## src/rtl/proc_pix_reader.sv

```systemverilog
// proc_pix_reader: forecasts raster LEAD cycles ahead, reads packed pixel pairs from ZBT bank 1 and emits RGB888 aligned to hcount/vcount
module proc_pix_reader #(
  parameter int READ_LAT = 6,
  parameter int H_TOTAL  = 1056,
  parameter int V_TOTAL  = 806,
  parameter int H_ACTIVE = 1024,
  parameter int V_ACTIVE = 768
) (
  input  logic        clk,
  input  logic        reset,
  input  logic [10:0] hcount,
  input  logic [9:0]  vcount,
  input  logic        enable,
  input  logic [35:0] read_data,
  output logic [18:0] read_addr,
  output logic [23:0] pixel,
  output logic        pixel_valid,
  output logic [7:0]  frame_count
);
  localparam int LEAD = READ_LAT + 2;
  typedef enum logic [1:0] {WAIT_SOF, RUN, MUTE} state_t;
  typedef struct packed {
    logic v;
    logic odd;
    logic vis;
    logic run;
  } tag_t;
  state_t state;
  tag_t tag [READ_LAT+1];
  logic wrap, sof, vis, run_now, show;
  logic [10:0] hf;
  logic [9:0] vf;
  logic [17:0] half;
  always_comb begin
    wrap = hcount >= 11'(H_TOTAL - LEAD);
    hf = wrap ? hcount - 11'(H_TOTAL - LEAD) : hcount + 11'(LEAD);
    vf = wrap ? (vcount == 10'(V_TOTAL - 1) ? 10'd0 : vcount + 10'd1) : vcount;
    sof = hf == 11'd0 && vf == 10'd0;
    vis = hf < 11'(H_ACTIVE) && vf < 10'(V_ACTIVE);
    // a frame's mode is decided by the state it will have at its own SOF
    run_now = sof ? enable : state == RUN;
    half = tag[READ_LAT].odd ? read_data[17:0] : read_data[35:18];
    show = tag[READ_LAT].v && tag[READ_LAT].vis && tag[READ_LAT].run;
  end
  always_ff @(posedge clk) begin
    if (reset) begin
      read_addr <= '0;
      pixel <= '0;
      pixel_valid <= 1'b0;
      frame_count <= '0;
      state <= WAIT_SOF;
      for (int i = 0; i <= READ_LAT; i++) tag[i] <= '0;
    end else begin
      read_addr <= {vf, hf[9:1]};
      tag[0] <= '{v: 1'b1, odd: hf[0], vis: vis, run: run_now};
      for (int i = 1; i <= READ_LAT; i++) tag[i] <= tag[i-1];
      pixel <= show ? {half[17:12], half[17:16], half[11:6], half[11:10], half[5:0], half[5:4]} : 24'd0;
      pixel_valid <= show;
      if (sof) begin
        state <= enable ? RUN : MUTE;
        if (enable) frame_count <= frame_count + 8'd1;
      end
    end
  end
endmodule

```

## config.mk

```make
export PLATFORM = sky130hd
export DESIGN_NAME = proc_pix_reader
export DESIGN_NICKNAME = d
export VERILOG_FILES = /design/src/rtl/proc_pix_reader.sv
export SDC_FILE = /design/constraint.sdc
export NUM_CORES = 1
export LEC_CHECK = 0
export CORE_ASPECT_RATIO = 0.7
export CORE_MARGIN = 2
export CORE_UTILIZATION = 49
export DETAILED_ROUTE_END_ITERATION = 10
export PLACE_DENSITY = 0.94
export SKIP_LAST_GASP = 1
export SLEW_MARGIN = 0
export SYNTH_ARGS = -nofsm -noshare
export SYNTH_HDL_FRONTEND = slang
export SYNTH_SLANG_ARGS = --single-unit
```

## constraint.sdc

```tcl
create_clock -name clk -period 8 [get_ports clk]
set_input_delay 0.8 -clock clk [delete_from_list [all_inputs] [get_ports clk]]
set_output_delay 0.8 -clock clk [all_outputs]
set_load 0.02 [all_outputs]
```

# Yosys cells after proc, flatten, opt, wreduce, memory -nomap -nowiden
# Memory sizes are Yosys's and may differ from the RTL's.
# Cells that the tools add are included.
dict set report totals {
  reg_bits 54
  mem_bits_rw 28
  memories 1
}
dict set report op_classes {
  n_addsub 4
  magnitude_cmp 3
  eq_ne 2
  mux 16
  n_bitwise 8
  n_reduce_logical 8
}
# name depth word_bits read_ports rd_ports_with_merged_regs wr line_no
set memory_table {}
lappend memory_table {tag 7 4 7 0 7 29} ;# tag_t tag [READ_LAT+1];
# cell count
set ops {}
lappend ops {{4-bit two-way mux} 7}
lappend ops {{10-bit two-way mux} 2}
lappend ops {{18-bit two-way mux} 1}
lappend ops {{11-bit by 4-bit adder with 11-bit output (second input constant)} 1}
lappend ops {{11-bit >= comparator (second input constant)} 1}
lappend ops {{11-bit zero test} 1}
lappend ops {{11-bit less-than comparator (second input constant)} 1}
lappend ops {{11-bit two-way mux} 1}
lappend ops {{11-bit subtractor (second input constant)} 1}
lappend ops {{10-bit by 1-bit adder with 10-bit output (second input constant)} 1}
lappend ops {{10-bit equality test (second input constant)} 1}
lappend ops {{10-bit zero test} 1}
lappend ops {{10-bit less-than comparator (second input constant)} 1}
lappend ops {{8-bit by 1-bit adder with 8-bit output (second input constant)} 1}
lappend ops {{1-bit bitwise OR} 7}
lappend ops {{1-bit logical AND} 4}
lappend ops {{1-bit two-way mux} 4}
lappend ops {{2-bit by 1-bit equality test with 1-bit output (second input constant)} 1}
lappend ops {{2-bit two-way mux} 1}
lappend ops {{2-bit AND reduction} 1}
lappend ops {{2-bit OR reduction} 1}
lappend ops {{1-bit NOT} 1}

# Longest topological paths before layout
dict set report depth {
  depth_word 7
  depth_mapped 11
  depth_no_buf 8
}

# Least setup slack after synthesis
# Ideal clock, no wire load.
dict set report synth_timing {
  path_type {input -> register}
  start {in hcount[3]}
  end {reg frame_count[6]}
  setup_time_ps 123
  arrival_time_ps 3041
  required_ps 7877
  setup_slack_ps 4836
  cell_stages 10
  n_path_buf 2
  path_cell_list {ha_1 nor3_1 o211ai_2 buf_6 a41oi_1 nand4b_1 or4_1 buf_6 nor4_4 mux2_1}
}
dict set report synth_between {
  elab_chain_cells 5
}
# element line_no
set synth_rtl {}
lappend synth_rtl {{start: declaration} 11} ;# input logic [10:0] hcount,
lappend synth_rtl {{11-bit by 4-bit adder with 11-bit output (tied with other cells)} 36} ;# hf = wrap ? hcount - 11'(H_TOTAL - LEAD) : hcount + 11'(LEAD);
lappend synth_rtl {{11-bit two-way mux or 10-bit two-way mux (tied branches)} {36, 37}}
lappend synth_rtl {{11-bit zero test or 10-bit zero test (tied branches)} 38} ;# sof = hf == 11'd0 && vf == 10'd0;
lappend synth_rtl {{1-bit logical AND *} 38}
lappend synth_rtl {{2-bit AND reduction (no source line) *} -}
lappend synth_rtl {{end signal: assignment} 61} ;# if (enable) frame_count <= frame_count + 8'd1;
lappend synth_rtl {{end: declaration} 18} ;# output logic [7:0] frame_count
# Mark *: on every way between the ends. The rest lies on a longest branch, timed or not.
# A chain may end at the register's enable or synchronous reset.

# Worst setup path after layout
# Ends and elaborated chain as after synthesis.

==> flow_summary.ini <==
[synthesis]
synthCells = 368
yosysTopAreaCellShare_pct = 45.0
syn_avg_cell_area_um2 = 9.19
syn-num-nets = 432
async_flop_share_pct = 0
synth_edf_count = 0
synth-seq-area-share_pct = 45.0
synth_warnings = 0
yosysTopAreaCell = dfxtp_1
synth.area.top_cells = dfxtp_1 (45%), nor2b_1 (6.3%), mux2i_1 (5.6%)
synthDistinctLibCells = 60
synth_top_flop_cell = dfxtp_1
synth_seq_cells = 76
synth_area_um2 = 3380

[layout]
postLayoutCellArea_um2 = 4670
n_antenna_cell = 0
ff_latch_area_um2 = 1520
syn2layout_area_growth_pct = 38.0
multi_input_area_um2 = 1660
final_core_util_pct = 69.4
fillers = 516
instances_no_fill = 560
drive_above_1_share_pct = 5.58
final_cell_mix = clkdlybuf4s50_1 (110), dfxtp_1 (76), nor2_1 (42)
final_nets = 525
final_common_cell = clkdlybuf4s50_1

[floorplanning]
ios = 112
die_area_um2 = 7600
design.core.area_um2 = 6730
initial_utilization_pct = 50.3
die_height_um = 73.5
row_count = 25
die_w_um = 103

[clock_tree]
post_cts_resized = 0
clkSinkCount = 76
cts_tree = done
h-tree-depth = 3
worstSkewPairLatency_ns = 0.35
cts-root-buf = clkbuf_8
numCtsBuffers = 9
postCtsSetupBuffers = 0
clock_path_buffers = 2
cts_hold_buf = 0
path_clk_slew_ns = 0.08

[outcome]
run_status = complete, no violations

[place]
dp_slack_ns = 3.55
dp_hpwl_um = 6760
gp_congestion = 0.959
place_inst = 544
place_area_um2 = 4440
port_buffers = 111

[route]
dr.pass1.iters = 5
drc = 0
first_iter_violations = 331
via_per_inst = 5.64
num_vias = 3156
drt-total-wl_um = 9320
wl_per_cell_um = 16.6
final_antenna_net_count = 0

[grt]
grt_overflow = 0
grt_max_degree = 57
antenna_found_initial = 0
first_global_vias = 2860
track_usage_pct = 24.4
grt_pass1_wl_um = 14100

[critical_path]
crit_required_ns = 8.23
crit_fanout = 16
end_kind = flop
crit_path_start_kind = input pin
crit_arrival_ns = 4.37
crit_type = input pin to flop

[timing]
setup_tns_ns = 0
fin_worst_skew_ns = 0.00859
worst_pin_slew_ns = 1.04
period_needed_ns = 4.14
grt_setup_unrepaired = no
fmax_ghz = 0.242
fin_crit_sh_pct = 51.7
setup_viol = 0
hold_viol = 0
max_slew_margin_pct = 30.4
report.final.slew_viol_count = 0
fin_ws_ns = 3.86

[run]
drv_cap = 0

[power]
leakagePower_nw = 1.73
ir_drop_v = 0.000116
powerDensity_nw_per_um2 = 177

[min_path]
hold_path_class = flop to flop
logic make-up after synthesis:
kind of cell    after synthesis  share of synthesized area, %
xor+xnor                      5                          1.29
mux                          23                          6.95
flops                        76                          45.0
buf+inv                      38                          6.03
compound gates               64                          12.8
fa+ha+maj                     4                          1.48
simple gates                158                          26.5
path summary, 6_finish.rpt:
| check | startpoint | end | slack [ns] | cells after the start |
|---|---|---|---|---|
| hold / removal | tag[0][15] | tag[0][19] | 0.44 | 1 |
| hold reg to reg | tag[0][15] | tag[0][19] | 0.44 | 1 |
| setup reg to reg | frame_count[0] | frame_count[6] | 6.45 | 4 |
| setup / recovery | hcount[3] | frame_count[6] | 3.86 | 9 |
worst max-delay path: stages:
cell             delay, ns
clkdlybuf4s50_1       0.50
ha_1                  0.38
nor3_1                0.33
o211ai_2              0.33
a211oi_1              0.37
o211ai_1              0.12
or4_1                 0.82
nor4_4                0.36
mux2_1                0.35
flip-flops by register name, summed over array words and instances (netlist names):
name and flops:
pixel 18, state 2, pixel_valid 1, tag 28, read_addr 19, frame_count 8
per-stage QoR:
stage / hold slack (ns) / power, W
6_report: 0.440 / 0.000827
5_1_grt: 0.454 / 0.000859
4_1_cts: 0.444 / 0.000833
3_5_place_dp: 0.426 / 0.000501
3_3_place_gp: 0.417 / 0.000499
2_1_floorplan: 0.414 / 0.000445
Yosys cell counts, types with 3 or more instances:
master,count
nand2_1,13
mux2_1,4
nor2b_1,34
o21ai_0,13
dfxtp_1,76
o22ai_1,4
mux2i_1,19
buf_6,4
a41oi_1,4
nand3_1,9
nor2_1,42
inv_1,8
and2_1,4
buf_4,8
o211a_1,4
clkbuf_1,15
a31oi_1,3
o211ai_1,3
and3_1,7
xnor2_1,4
nor3_1,14
a21oi_1,14
a211oi_1,3
nand4_1,9
ha_1,4
or3_1,3
final cells by class:
| type | count | area share, % |
|---|---|---|
| tap | 94 | 2.52 |
| sequential | 76 | 32.6 |
| clock inverter | 6 | 2.04 |
| clock buffer | 10 | 2.95 |
| multi-input combinational | 254 | 35.5 |
| inverter | 9 | 0.723 |
| timing repair buffer | 111 | 23.7 |
power breakdown:
part / internal, W / switching (W)
combinational: 0.0000527 / 0.0000523
clock: 0.000187 / 0.000146
sequential: 0.000387 / 0.00000236
total: 0.000627 / 0.000200
routing by layer:
layer	global-route usage [%]	part of all wire [%]
met1	33.3	42
met2	38.2	45
met3	7.04	11
met4	6.29	1.9
met5	0	0
Note: power is estimated with default switching activity, not from simulation.
